--- config.mk ---
export PLATFORM = sky130hd
export DESIGN_NAME = q2_regs
export DESIGN_NICKNAME = d
export VERILOG_FILES = /design/src/rtl/q2_pkg.sv /design/src/rtl/q2_pc_reg.sv /design/src/rtl/q2_regs.sv
export SDC_FILE = /design/constraint.sdc
export NUM_CORES = 1
export LEC_CHECK = 0
export CORE_MARGIN = 1
export CORE_UTILIZATION = 42
export CTS_BUF_LIST = sky130_fd_sc_hd__clkbuf_4 sky130_fd_sc_hd__clkbuf_8
export CTS_CLUSTER_SIZE = 30
export DETAILED_ROUTE_END_ITERATION = 16
export GPL_TIMING_DRIVEN = 0
export PLACE_DENSITY_LB_ADDON = 0.05
export SYNTH_ARGS = -nofsm -noshare
export SYNTH_HDL_FRONTEND = slang
export SYNTH_SLANG_ARGS = --single-unit
--- constraint.sdc ---
create_clock -name clk -period 1.92 [get_ports clk]
set_input_delay 0.384 -clock clk [delete_from_list [all_inputs] [get_ports clk]]
set_output_delay 0.384 -clock clk [all_outputs]
set_load 0.01 [all_outputs]
--- src/rtl/q2_pkg.sv ---
// Shared constants and types for the Q2 register slice.
package q2_pkg;

   // Default datapath and state-register widths.
   localparam int Q2_WIDTH  = 12;
   localparam int Q2_SWIDTH = 4;

   // X register load source.
   typedef enum logic [1:0] {
      XSEL_ZERO  = 2'd0,
      XSEL_SHIFT = 2'd1,
      XSEL_P     = 2'd2,
      XSEL_DBUS  = 2'd3
   } xsel_t;

   // Two drivers requested on the same bus in the same cycle.
   function automatic logic bus_conflict(input logic req_a, input logic req_b);
      return req_a & req_b;
   endfunction

endpackage

--- src/rtl/q2_pc_reg.sv ---
// Program counter: reset-to-switches, load from X, increment with wrap pulse.
module q2_pc_reg #(
   parameter int WIDTH = 12
) (
   input  logic             clk,
   input  logic             rst,
   input  logic [WIDTH-1:0] sw,
   input  logic             wrp,
   input  logic             incp,
   input  logic [WIDTH-1:0] x_val,
   output logic [WIDTH-1:0] pout,
   output logic             pwrap
);

   logic [WIDTH-1:0] p_reg;
   logic [WIDTH-1:0] p_next;
   logic             pwrap_reg;
   logic             pwrap_next;

   // Next P: a load beats an increment; the wrap pulse only comes from an increment.
   always_comb begin
      p_next     = p_reg;
      pwrap_next = 1'b0;
      if (wrp) begin
         p_next = x_val;
      end else if (incp) begin
         p_next     = p_reg + WIDTH'(1);
         pwrap_next = &p_reg;
      end
   end

   // P register and wrap pulse; reset loads the front-panel switches.
   always_ff @(posedge clk) begin
      if (rst) begin
         p_reg     <= sw;
         pwrap_reg <= 1'b0;
      end else begin
         p_reg     <= p_next;
         pwrap_reg <= pwrap_next;
      end
   end

   assign pout  = p_reg;
   assign pwrap = pwrap_reg;

endmodule

--- src/rtl/q2_regs.sv ---
// Q2 datapath registers (A, X, P, S) with muxed A/D bus drive and conflict flag.
module q2_regs
   import q2_pkg::*;
#(
   parameter int WIDTH  = Q2_WIDTH,
   parameter int SWIDTH = Q2_SWIDTH
) (
   input  logic              clk,
   input  logic              rst,
   input  logic [WIDTH-1:0]  sw,
   input  logic              dep,
   input  logic [WIDTH-1:0]  dbus_in,
   output logic [WIDTH-1:0]  dbus_out,
   output logic              dbus_oe,
   output logic [WIDTH-1:0]  abus_out,
   output logic              abus_oe,
   input  logic [WIDTH-1:0]  ain,
   input  logic              wra,
   input  logic              rda,
   input  logic              incp,
   input  logic              wrp,
   input  logic              rdp,
   input  logic              wrx,
   input  logic              rdx,
   input  logic [1:0]        xsel,
   input  logic              xshift_in,
   input  logic [SWIDTH-1:0] sin,
   input  logic              wrs,
   input  logic              rsts,
   output logic [WIDTH-1:0]  aout,
   output logic [WIDTH-1:0]  xout,
   output logic [WIDTH-1:0]  pout,
   output logic [SWIDTH-1:0] sout,
   output logic              pwrap,
   output logic              bus_err
);

   logic [WIDTH-1:0]  a_reg;
   logic [WIDTH-1:0]  a_next;
   logic [WIDTH-1:0]  x_reg;
   logic [WIDTH-1:0]  x_next;
   logic [SWIDTH-1:0] s_reg;
   logic [SWIDTH-1:0] s_next;
   logic              err_reg;
   logic              err_next;
   logic [WIDTH-1:0]  p_val;
   logic              conflict;

   // P lives in its own block; it sees the pre-edge X so wrp+wrx swaps cleanly.
   q2_pc_reg #(
      .WIDTH (WIDTH)
   ) u_pc (
      .clk   (clk),
      .rst   (rst),
      .sw    (sw),
      .wrp   (wrp),
      .incp  (incp),
      .x_val (x_reg),
      .pout  (p_val),
      .pwrap (pwrap)
   );

   // A takes the ALU result when strobed.
   always_comb begin
      a_next = a_reg;
      if (wra) begin
         a_next = ain;
      end
   end

   // X source select; the P source is the pre-edge P so xsel=P with wrp swaps.
   always_comb begin
      x_next = x_reg;
      if (wrx) begin
         case (xsel_t'(xsel))
            XSEL_ZERO:  x_next = '0;
            XSEL_SHIFT: x_next = {x_reg[WIDTH-2:0], xshift_in};
            XSEL_P:     x_next = p_val;
            XSEL_DBUS:  x_next = dbus_in;
            default:    x_next = x_reg;
         endcase
      end
   end

   // S: clear beats load.
   always_comb begin
      s_next = s_reg;
      if (rsts) begin
         s_next = '0;
      end else if (wrs) begin
         s_next = sin;
      end
   end

   // Conflict flag is sticky: once set only reset clears it.
   always_comb begin
      conflict = bus_conflict(rda, dep) | bus_conflict(rdx, rdp);
      err_next = err_reg | conflict;
   end

   // Datapath state; strobes are ignored while reset is asserted.
   always_ff @(posedge clk) begin
      if (rst) begin
         a_reg   <= '0;
         x_reg   <= '0;
         s_reg   <= '0;
         err_reg <= 1'b0;
      end else begin
         a_reg   <= a_next;
         x_reg   <= x_next;
         s_reg   <= s_next;
         err_reg <= err_next;
      end
   end

   // Bus drive values per bit: the higher-priority source wins during a conflict,
   // and an undriven bus reads as zero.
   genvar gi;
   generate
      for (gi = 0; gi < WIDTH; gi++) begin : g_bus
         assign dbus_out[gi] = rda ? a_reg[gi] : (dep & sw[gi]);
         assign abus_out[gi] = rdx ? x_reg[gi] : (rdp & p_val[gi]);
      end
   endgenerate

   assign dbus_oe = rda | dep;
   assign abus_oe = rdx | rdp;

   assign aout    = a_reg;
   assign xout    = x_reg;
   assign pout    = p_val;
   assign sout    = s_reg;
   assign bus_err = err_reg;

endmodule

==> impl_metrics.json, run 1 <==
{
  "crit_slowest_cell": "clkdlybuf4s50_1",
  "maxSlewViolCount": 0,
  "grt_pass1_vias": 2785,
  "setup_ws_ns": 0.0852,
  "grt_use_total": 0.277,
  "netlist_area_sq_mm": 0.00253,
  "drcViolationCount": 0,
  "postRouteAntennaNets": 0,
  "htreeDepth": 2,
  "die_area_sq_mm": 0.00635,
  "cp_max_fo": 10,
  "worstRegToRegCells": 4,
  "areaGrowthSynthToFinish_pct": 59.1,
  "r2r_slack_ns": 0.13,
  "wl_mm": 8.70,
  "clock-skew-final_ns": 0.00543,
  "antenna_found_initial": 0,
  "power.internal_w": 0.00171,
  "dp.cells": 502,
  "cts-root-buf": "clkbuf_8",
  "gp_congestion": 0.820,
  "fin_tns_setup_ns": 0,
  "synth.net_count": 365,
  "overflow": 0,
  "synth.top_cell.area_share": 0.237,
  "final_cells": 518,
  "port_buffers": 121,
  "final_net_count": 501,
  "num_vias": 2885,
  "grt_max_degree": 13,
  "power.density_mw_per_mm2": 614,
  "hold_violations": 0,
  "holdBufCountCts": 0,
  "coreArea_sq_mm": 0.00568,
  "status": "finished clean",
  "critical_path.top_delay_family": "buffers and inverters",
  "drv_cap": 0,
  "die_w_um": 79.7,
  "cp-end-kind": "register",
  "viasPerCell": 5.57,
  "worstPathCellList": "clkdlybuf4s50_1 > buf_2 > nor2_1 > buf_2 > a311oi_1 > nand3_1",
  "total_power_w": 0.00248,
  "clockBufferDepth": 2,
  "yosysMostFrequentCell": "nand2_1",
  "r2r-end": "u_pc.pout[6]",
  "rr_startpoint": "u_pc.pout[0]",
  "ir_worst_vdd_v": 0.000396,
  "ys_seq_area_frac": 0.379,
  "fp.dieH_um": 79.7,
  "min-delay-start": "wrs",
  "fmax_mhz": 545,
  "netlist_top_cells_count": "nand2_1 (67), dfxtp_1 (30), o21ai_0 (30)",
  "crit_type": "in -> reg",
  "slew_headroom": 0.701,
  "ys_types": 40,
  "worstMarginPinSlew_ns": 0.449,
  "synth-seq-cells": 42,
  "ios": 123,
  "hold_path_end": "sout[3]",
  "rsz0062_at_grt": "no",
  "p_sw_frac": 0.307,
  "yosys_warnings": 0,
  "worst_ep_required_time_ns": 1.97,
  "wire_per_inst_um": 16.8,
  "cpMostUsedCell": "buf_2",
  "hold_path_depth": 3,
  "diodes": 0,
  "drt_iter0_markers": 155,
  "switchingPower_w": 0.000761,
  "min_period_over_period": 0.956,
  "worstSetupStartpointType": "primary input",
  "synthArstFlopShare": 0,
  "combPwrFrac": 0.316,
  "cts_sinks": 42,
  "dp_slack_ns": -0.670,
  "syn_area_per_cell_sq_um": 8.20,
  "syn_inst": 309,
  "cts_tree": "yes",
  "synth-main-ff-cell": "dfxtp_1",
  "dpl.hpwl_mm": 6.21,
  "synth_edf_count": 12,
  "grt_pass1_wl_mm": 13.6,
  "synth_top_area_cell": "dfxtp_1",
  "synth_area_leaders": "dfxtp_1 (24%), edfxtp_1 (14%), nand2_1 (9.9%)",
  "layout-drive-gt1-share": 0.103,
  "first_pass_iters": 4,
  "max_stage_delay_ns": 0.58,
  "hp-class": "in -> reg",
  "start_util": 0.446,
  "row_count": 27,
  "worstPathArrival_ns": 1.88,
  "final_util": 0.710,
  "cts_buffers": 5,
  "seqPwrFrac": 0.430,
  "clock_power_share": 0.255,
  "critPathBufInv": 3,
  "leakage_nw": 1.69,
  "path_clk_slew_ns": 0.08,
  "setup_viol": 0,
  "clkLatencyLatePin_ns": 0.30,
  "post-route-min-period_ns": 1.83
}
[worst max-delay path by stage]
| stage | start | endpoint | slack [ns] | depth (start not counted) |
|---|---|---|---|---|
| detailed placement | rdp | abus_out[0] | -0.67 | 5 |
| global route | rst | aout[1] | 0.009 | 5 |
| floorplan | wrp | u_pc.pout[0] | 0.37 | 3 |
| global placement | rdp | abus_out[1] | -0.66 | 5 |
| finish | rst | u_pc.pout[11] | 0.09 | 6 |
| CTS | rdx | abus_out[10] | 0.004 | 5 |
[power by group through the flow]
stage	clock network, W	registers, W	logic (W)
3_3_place_gp	0	0.00110	0.000722
5_1_grt	0.000662	0.00107	0.000840
6_report	0.000630	0.00106	0.000782
3_5_place_dp	0	0.00110	0.000734
2_1_floorplan	0	0.00111	0.000296
4_1_cts	0.000619	0.00106	0.000779
[worst register-to-register path, delay by kind of cell, from the launching register on]
kind	cells	cell delay (ns)
flops	1	0.49
fa+ha+maj	1	0.31
simple gates	2	0.53
compound gates	1	0.21
[timing repair]
action	4_1_cts	5_1_grt
hold endpoints to repair	0	0
setup buffers	9	0
resized for setup	52	4
setup endpoints to repair	38	12
[cell families after synthesis]
logic type	share of synthesized area
buffers and inverters	0.0528
AND/OR/NAND/NOR	0.256
XOR/XNOR	0.0104
AO/OA/AOI/OAI	0.160
multiplexers	0.136
adder cells (fa/ha/maj)	0.00494
flip-flops	0.379
[cells in the final DEF (no fill, tap or decap), types with 4 or more instances in the layout]
master,instances
clkdlybuf4s50_1,91
nand2_1,67
o21ai_0,30
dfxtp_1,30
nor2_1,26
dlygate4sd2_1,25
mux2i_1,21
mux2_1,12
edfxtp_1,12
buf_2,11
clkbuf_8,11
buf_4,10
nand3_1,9
a311oi_1,8
a211oi_1,7
or3_1,6
a22oi_1,6
nor3_1,5
o211ai_1,4
and3b_1,4
a221oi_1,4
[stage by stage]
step / hold WS, ns / cell area [sq um]
after floorplan: 0.461 / 2530
after global routing: 0.531 / 4030
after global placement: 0.466 / 3830
final: 0.491 / 4030
after CTS: 0.499 / 4030
after detailed placement: 0.474 / 3830
[layer usage]
metal | up-vias | global-route usage | part of all wire
li1 | 1377 | - | -
met3 | 20 | 0.0400 | 0.067
met4 | 0 | 0.0673 | 0.019
met5 | - | 0 | 0
met2 | 129 | 0.489 | 0.50
met1 | 1359 | 0.350 | 0.41
[area by class of cell]
class                      count  area (sq um)
buffer                        25           174
clock buffer                   7          90.1
clock inverter                 1          5.00
multi-input combinational    238          1440
inverter                       3          11.3
tap                           72          90.1
fill                         502          1640
timing repair buffer         130          1260
sequential                    42           961
Note: power is estimated with default switching activity, not from simulation.
==> inputs of run 2 (changes only) <==
==> constraint.sdc (replaced) <==
create_clock -name clk -period 2.1 [get_ports clk]
set_input_delay 0.42 -clock clk [delete_from_list [all_inputs] [get_ports clk]]
set_output_delay 0.42 -clock clk [all_outputs]
set_load 0.01 [all_outputs]
==> impl_metrics.json, run 2 (synthesized netlist as in run 1, its figures left out) <==
{
  "mostFrequentLayoutCell": "clkdlybuf4s50_1",
  "wl_mm": 8.45,
  "first_pass_iters": 4,
  "worstSetupStartpointType": "primary input",
  "row_count": 27,
  "dpl.hpwl_mm": 6.21,
  "cp-end-kind": "output pin",
  "post-route-min-period_ns": 2.14,
  "crit_slowest_cell": "clkdlybuf4s50_1",
  "cts_tree": "yes",
  "gr-usage-met1": 0.347,
  "grtUsageMet3": 0.0354,
  "postRouteAntennaNets": 0,
  "setup_ws_ns": -0.0426,
  "gp_congestion": 0.820,
  "setup_viol": 1,
  "total_power_w": 0.00226,
  "drcViolationCount": 0,
  "cts-root-buf": "clkbuf_8",
  "final_cell_mix": "clkdlybuf4s50_1 (101), nand2_1 (67), o21ai_0 (30), dfxtp_1 (30), nor2_1 (26)",
  "hold_violations": 0,
  "start_util": 0.446,
  "path_clk_slew_ns": 0.08,
  "coreArea_sq_mm": 0.00568,
  "num_vias": 2868,
  "clkLatencyLatePin_ns": 0.30,
  "worstPathArrival_ns": 1.72,
  "antenna_found_initial": 0,
  "max_stage_delay_ns": 0.59,
  "drv_cap": 0,
  "viasPerCell": 5.56,
  "areaGrowthSynthToFinish_pct": 59.1,
  "fp.dieH_um": 79.7,
  "cts_buffers": 5,
  "critical_path.top_delay_family": "buffers and inverters",
  "ir_worst_vdd_v": 0.000357,
  "maxSlewViolCount": 0,
  "leakage_nw": 1.68,
  "combPwrFrac": 0.309,
  "grt_use_total": 0.265,
  "power.density_mw_per_mm2": 560,
  "cts_sinks": 42,
  "grt_util_met2": 0.459,
  "clockBufferDepth": 2,
  "port_buffers": 121,
  "postLayoutCellArea_sq_mm": 0.00403,
  "critPathBufInv": 3,
  "fmax_mhz": 467,
  "die_area_sq_mm": 0.00635,
  "worst_ep_required_time_ns": 1.68,
  "layout-drive-gt1-share": 0.0991,
  "clock-skew-final_ns": 0.00616,
  "grt_max_degree": 13,
  "slew_headroom": 0.617,
  "seqPwrFrac": 0.438,
  "overflow": 0,
  "grt_pass1_vias": 2706,
  "ios": 123,
  "place_area_sq_mm": 0.00383,
  "cp_max_fo": 10,
  "wire_per_inst_um": 16.4,
  "fin_tns_setup_ns": -0.0426,
  "worstPathCellList": "clkdlybuf4s15_2 > clkbuf_8 > nand2_1 > o21ai_0 > clkdlybuf4s50_1",
  "power.internal_w": 0.00157,
  "die_w_um": 79.7,
  "p_sw_frac": 0.304,
  "switchingPower_w": 0.000686,
  "final_net_count": 499,
  "drt_iter0_markers": 161,
  "top_usage_layer": "met2",
  "status": "complete, but fails checks",
  "final_util": 0.710,
  "diodes": 0,
  "worstMarginPinSlew_ns": 0.574,
  "grt_pass1_wl_mm": 13.0,
  "violations": "negative setup slack",
  "crit_type": "in -> out",
  "clock_power_share": 0.254,
  "min_period_over_period": 1.02,
  "htreeDepth": 2,
  "hp-class": "in -> reg"
}
## run 2: cell types whose count changed in the layout (fill, tap and decap cells not counted), sizes merged
cell | before | now
buf | 25 | 23
dlymetal6s2s | 2 | 4
clkbuf | 16 | 17
clkdlybuf4s50 | 91 | 101
dlygate4sd2 | 25 | 12
## run 2: metrics by stage
| stage | instances | setup slack [ns] | hold slack [ns] |
|---|---|---|---|
| 4_1_cts | 510 | 0.00227 | 0.499 |
| 3_3_place_gp | 502 | -0.553 | 0.466 |
| 3_5_place_dp | 502 | -0.562 | 0.474 |
| 6_report | 516 | -0.0426 | 0.465 |
| 5_1_grt | 516 | -0.0559 | 0.541 |
| 2_1_floorplan | 309 | 0.511 | 0.497 |
## run 2: power by group through the flow
stage          sequential (W)  clock (W)  combinational (W)
3_3_place_gp          0.00101          0           0.000660
6_report             0.000988   0.000573           0.000697
3_5_place_dp          0.00101          0           0.000671
4_1_cts              0.000990   0.000566           0.000674
5_1_grt              0.000998   0.000605           0.000750
2_1_floorplan         0.00101          0           0.000270
## run 2: worst min-delay path: cells and delay by family
family                 cells  cell delay, ns
buffers and inverters      1            0.14
AND/OR/NAND/NOR            1            0.07
AO/OA/AOI/OAI              1            0.10
## run 2: what timing repair did
item | CTS | global route
hold buffers | 0 | 0
resized for setup | 39 | 7
setup endpoints to repair | 26 | 15
buffers inserted | 1 | 6
## run 2: metal layers
| metal | wire length (um) | vias up |
|---|---|---|
| li1 | - | 1374 |
| met1 | 3630 | 1378 |
| met2 | 4300 | 106 |
| met3 | 437 | 10 |
| met4 | 87 | 0 |
| met5 | 0 | - |
## run 2: layout make-up
cell class                      instances  area, sq um
Tap cell                               72         90.1
Clock inverter                          1         5.00
Timing Repair Buffer                  128         1260
Multi-Input combinational cell        238         1440
Fill cell                             489         1640
Inverter                                3         11.3
Sequential cell                        42          961
Clock buffer                            7         90.1
Buffer                                 25          173
## run 2: worst paths after layout
check / start / to / slack (ns) / depth (start not counted)
worst max-delay path: rdp / abus_out[8] / -0.04 / 5
worst min-delay path: dep / bus_err / 0.47 / 3
worst min register to register: bus_err / bus_err / 0.50 / 2
worst max register to register: u_pc.pout[0] / u_pc.pout[6] / 0.32 / 4
==> variant 1: new RTL, flow settings as in run 1 <==
Add an input register stage for `sw`, without a reset; this delays it by one clock. The other inputs are not delayed to match.
--- a/src/rtl/q2_regs.sv
+++ b/src/rtl/q2_regs.sv
@@ -35,6 +35,12 @@
    output logic              bus_err
 );
 
+   logic [WIDTH-1:0] sw_q;
+
+   always_ff @(posedge clk) begin
+      sw_q <= sw;
+   end
+
    logic [WIDTH-1:0]  a_reg;
    logic [WIDTH-1:0]  a_next;
    logic [WIDTH-1:0]  x_reg;
@@ -52,7 +58,7 @@
    ) u_pc (
       .clk   (clk),
       .rst   (rst),
-      .sw    (sw),
+      .sw    (sw_q),
       .wrp   (wrp),
       .incp  (incp),
       .x_val (x_reg),
@@ -118,7 +124,7 @@
    genvar gi;
    generate
       for (gi = 0; gi < WIDTH; gi++) begin : g_bus
-         assign dbus_out[gi] = rda ? a_reg[gi] : (dep & sw[gi]);
+         assign dbus_out[gi] = rda ? a_reg[gi] : (dep & sw_q[gi]);
          assign abus_out[gi] = rdx ? x_reg[gi] : (rdp & p_val[gi]);
       end
    endgenerate
Check against the original RTL: not equivalent (Yosys sat finds a counterexample within 4 cycles, from zero or initial values and one cycle with rst high).
==> variant 1 against run 1 <==
Power increased by 16%. Sequential cell count up 12. Design area up 6.5%. Register-to-register slack better by 0.06 ns. Setup slack improved by 0.027 ns. Area after synthesis increased by 9.5%. Die area increased by 9.2%. Maximum frequency rose by 1.5%. Sequential share of layout area increased by 4.1 points. Routed wire length down 5.2%. Global-route usage decreased by 3.6 points.
==> variant 1: results (changes against run 1) <==
Leakage: 1.81 nW (+6.9%)
largest net degree at the start of global routing: 17 (+4)
synth cell count leaders: 67 x nand2_1, 42 x dfxtp_1, 30 x o21ai_0
post-CTS setup buffer count: 8 (-1)
sequential area share after synthesis: 0.433 (+0.0538)
status: complete, no violations
syn_nets: 377 (+3.3%)
GR Util met1: 0.294 (-0.0565)
Max clock buf depth: 2 (unchanged)
layout filler cell count: 547 (+9.0%)
Worst-path clk slew: 0.10 ns (+0.02 ns)
via-per-instance ratio: 5.38 (-3.4%)
root buffer cell: clkbuf_8
Reg area: 1200 um^2 (+25%)
Worst Skew: 0.00617 ns (+0.000745 ns)
DP Wirelength: 6.18 mm (-0.46%)
CP Max Fanout: 10 (unchanged)
post-CTS sizing: 53 (+1.9%)
gr usage total: 0.240 (-0.0363)
top cells by area, synth: dfxtp_1 30%, edfxtp_1 13%, nand2_1 9.1%
Syn Inst Count: 321 (+3.9%)
GP Congestion: 0.885 (+7.9%)
largest stage delay on the critical path: 0.56 ns (-0.02 ns)
number of global-route vias before repair: 2861 (+2.7%)
first-pass GRT wire length: 13.6 mm (+0.46%)
initial DRC count: 222 (+43%)
Ys Warns: 0 (unchanged)
Max VDD drop: 0.367 mV (-7.5%)
Layout Nets: 512 (+2.2%)
routed length per instance: 15.5 um (-8.0%)
Placed Instances: 519 (+3.4%)
GRT met2 Usage: 0.408 (-0.0813)
DP Area: 4080 um^2 (+6.4%)
worst slack at placement: -0.773 ns (-0.103 ns)
share of layout cells above drive strength 1: 0.0985 (-0.00467)
Layout Cells excl Fill: 534 (+3.1%)
TritonCTS Buffers: 5 (unchanged)
met3 usage in global routing: 0.0716 (+0.0316)
transition time of the tightest slew-check pin: 0.460 ns (+0.0111 ns)
## variant 1: per-stage QoR
| step | power, mW | hold slack, ns |
|---|---|---|
| floorplan | 1.68 | 0.412 |
| global placement | 2.09 | 0.462 |
| detailed placement | 2.10 | 0.484 |
| CTS | 2.89 | 0.488 |
| global route | 3.00 | 0.501 |
| finish | 2.87 | 0.492 |
## variant 1: report_power, final
| group | switching [mW] | leakage, nW | total [mW] | internal [mW] |
|---|---|---|---|---|
| registers | 0.0825 | 0.477 | 1.33 | 1.25 |
| logic | 0.344 | 1.27 | 0.762 | 0.418 |
| clock network | 0.371 | 0.0591 | 0.775 | 0.405 |
## variant 1: layout make-up
cell class | count | share of cell area
Clock inverter | 2 | 0.00845
Multi-Input combinational cell | 238 | 0.336
Tap cell | 77 | 0.0224
Clock buffer | 6 | 0.0178
Sequential cell | 54 | 0.280
Inverter | 3 | 0.00262
Timing Repair Buffer | 129 | 0.291
Buffer | 25 | 0.0411
## variant 1: cells by family after synthesis
logic type	share of synthesized area
muxes	0.124
adders and majority gates	0.00451
and+or+nand+nor	0.234
AOI/OAI and AO/OA	0.146
DFF	0.433
xor gates and xnor gates	0.00947
buffers and inverters	0.0483
## variant 1: worst paths after layout
check	startpoint	to	slack, ns	cells after the start
max	rst	u_pc.pout[9]$_DFFE_PP_	0.11	6
min	wrs	sout[2]$_SDFFE_PP0P_	0.49	3
max reg2reg	u_pc.pout[0]$_DFFE_PP_	u_pc.pout[6]$_DFFE_PP_	0.19	5
min reg2reg	bus_err$_SDFF_PP0_	bus_err$_SDFF_PP0_	0.50	2
## variant 1: routing by layer
layer / vias up / share of wire
met4: 0 / 0.0093
li1: 1414 / -
met2: 149 / 0.47
met5: - / 0
met3: 8 / 0.10
met1: 1303 / 0.42
==> variant 2: new RTL, flow settings as in run 1 <==
Without the edit above. Change the package constant `Q2_SWIDTH` from 4 to 6.
--- a/src/rtl/q2_pkg.sv
+++ b/src/rtl/q2_pkg.sv
@@ -3,7 +3,7 @@
 
    // Default datapath and state-register widths.
    localparam int Q2_WIDTH  = 12;
-   localparam int Q2_SWIDTH = 4;
+   localparam int Q2_SWIDTH = 6;
 
    // X register load source.
    typedef enum logic [1:0] {
Ports: changed (resized sin and sout); port bits go from 123 to 127. The function was not compared with the original's and may differ.
==> variant 2 against run 1 <==
Area after synthesis is 3.2% higher. Clock skew is 0.0018 ns lower. Power is 19% higher. Via count is 4.8% higher. Non-clock buffer count is 7 higher. Sequential share of layout area is 0.29 points lower. Sequential cell count is 2 higher. Die area is 3.1% higher. Setup slack worse by 0.028 ns. Design area is 5.5% higher. Routed wire length is 7.0% higher. Maximum frequency is 1.5% lower. Critical path type unchanged. Largest power group unchanged.
==> variant 2: results (changes against run 1) <==
Switching Share: 0.274 (-0.0335)
GR Util met1: 0.364 (+0.0134)
sequential area share after synthesis: 0.383 (+0.00370)
via-per-instance ratio: 5.59 (+0.36%)
Leakage: 1.78 nW (+5.3%)
mux contribution to synthesized area: 0.140 (+0.00348)
worst slack at placement: -0.661 ns (+0.00984 ns)
gr usage total: 0.281 (+0.00428)
routed length per instance: 17.2 um (+2.5%)
post-synthesis adder-cell area fraction: 0.00479 (-0.000151)
Seq. pwr: 1.12 mW (+6%)
status: complete, no violations
met3 usage in global routing: 0.0652 (+0.0252)
Hold EP: sout[4]$_SDFFE_PP0P_
RR Startpoint: u_pc.pout[1]$_DFFE_PP_
share of layout cells above drive strength 1: 0.137 (+0.0342)
met1 WL: 3.82 mm (+6.8%)
synth cell count leaders: 79 x nand2_1, 32 x dfxtp_1, 32 x nor2_1
metal2 WL: 4.45 mm (+1.4%)
worst path arrival time: 1.90 ns (+0.02 ns)
worst hold path depth: 2 (-1)
first-pass GRT wire length: 13.9 mm (+2.7%)
Compound-Gate Fraction of Synth Area: 0.141 (-0.0193)
xor and xnor area share after synthesis: 0.0101 (-0.000318)
HP Class: reg2reg
reg-to-reg slack, setup: 0.07 ns (-0.06 ns)
largest stage delay on the critical path: 0.49 ns (-0.09 ns)
Worst Skew: 0.00359 ns (-0.00184 ns)
DR WL met3: 941 um (+61%)
Layout Cells excl Fill: 541 (+4.4%)
Max VDD drop: 0.447 mV (+13%)
DP Area: 3960 um^2 (+3.2%)
[variant 2: worst max path at each step]
stage | cells past startpoint | endpoint | slack [ns]
final | 5 | u_pc.pout[6]$_DFFE_PP_ | 0.06
after global routing | 5 | u_pc.pout[6]$_DFFE_PP_ | 0.03
after CTS | 4 | u_pc.pout[6]$_DFFE_PP_ | 0.002
after detailed placement | 5 | dbus_out[8] | -0.66
after global placement | 5 | abus_out[5] | -0.66
after floorplan | 4 | u_pc.pout[6]$_DFFE_PP_ | 0.27
[variant 2: layout make-up]
type                            instances  area, um^2  share of cell area
Multi-Input combinational cell        249        1490               0.351
Timing Repair Buffer                  136        1320               0.310
Sequential cell                        44        1000               0.235
Buffer                                 26         176              0.0415
Tap cell                               75        93.8              0.0221
Clock inverter                          3        90.1              0.0212
Clock buffer                            5        68.8              0.0162
Inverter                                3        11.3             0.00265
[variant 2: worst min-delay path: stages (launching register included)]
cell and delay, ns:
dfxtp_1 0.34, mux2i_1 0.07, nor2_1 0.07
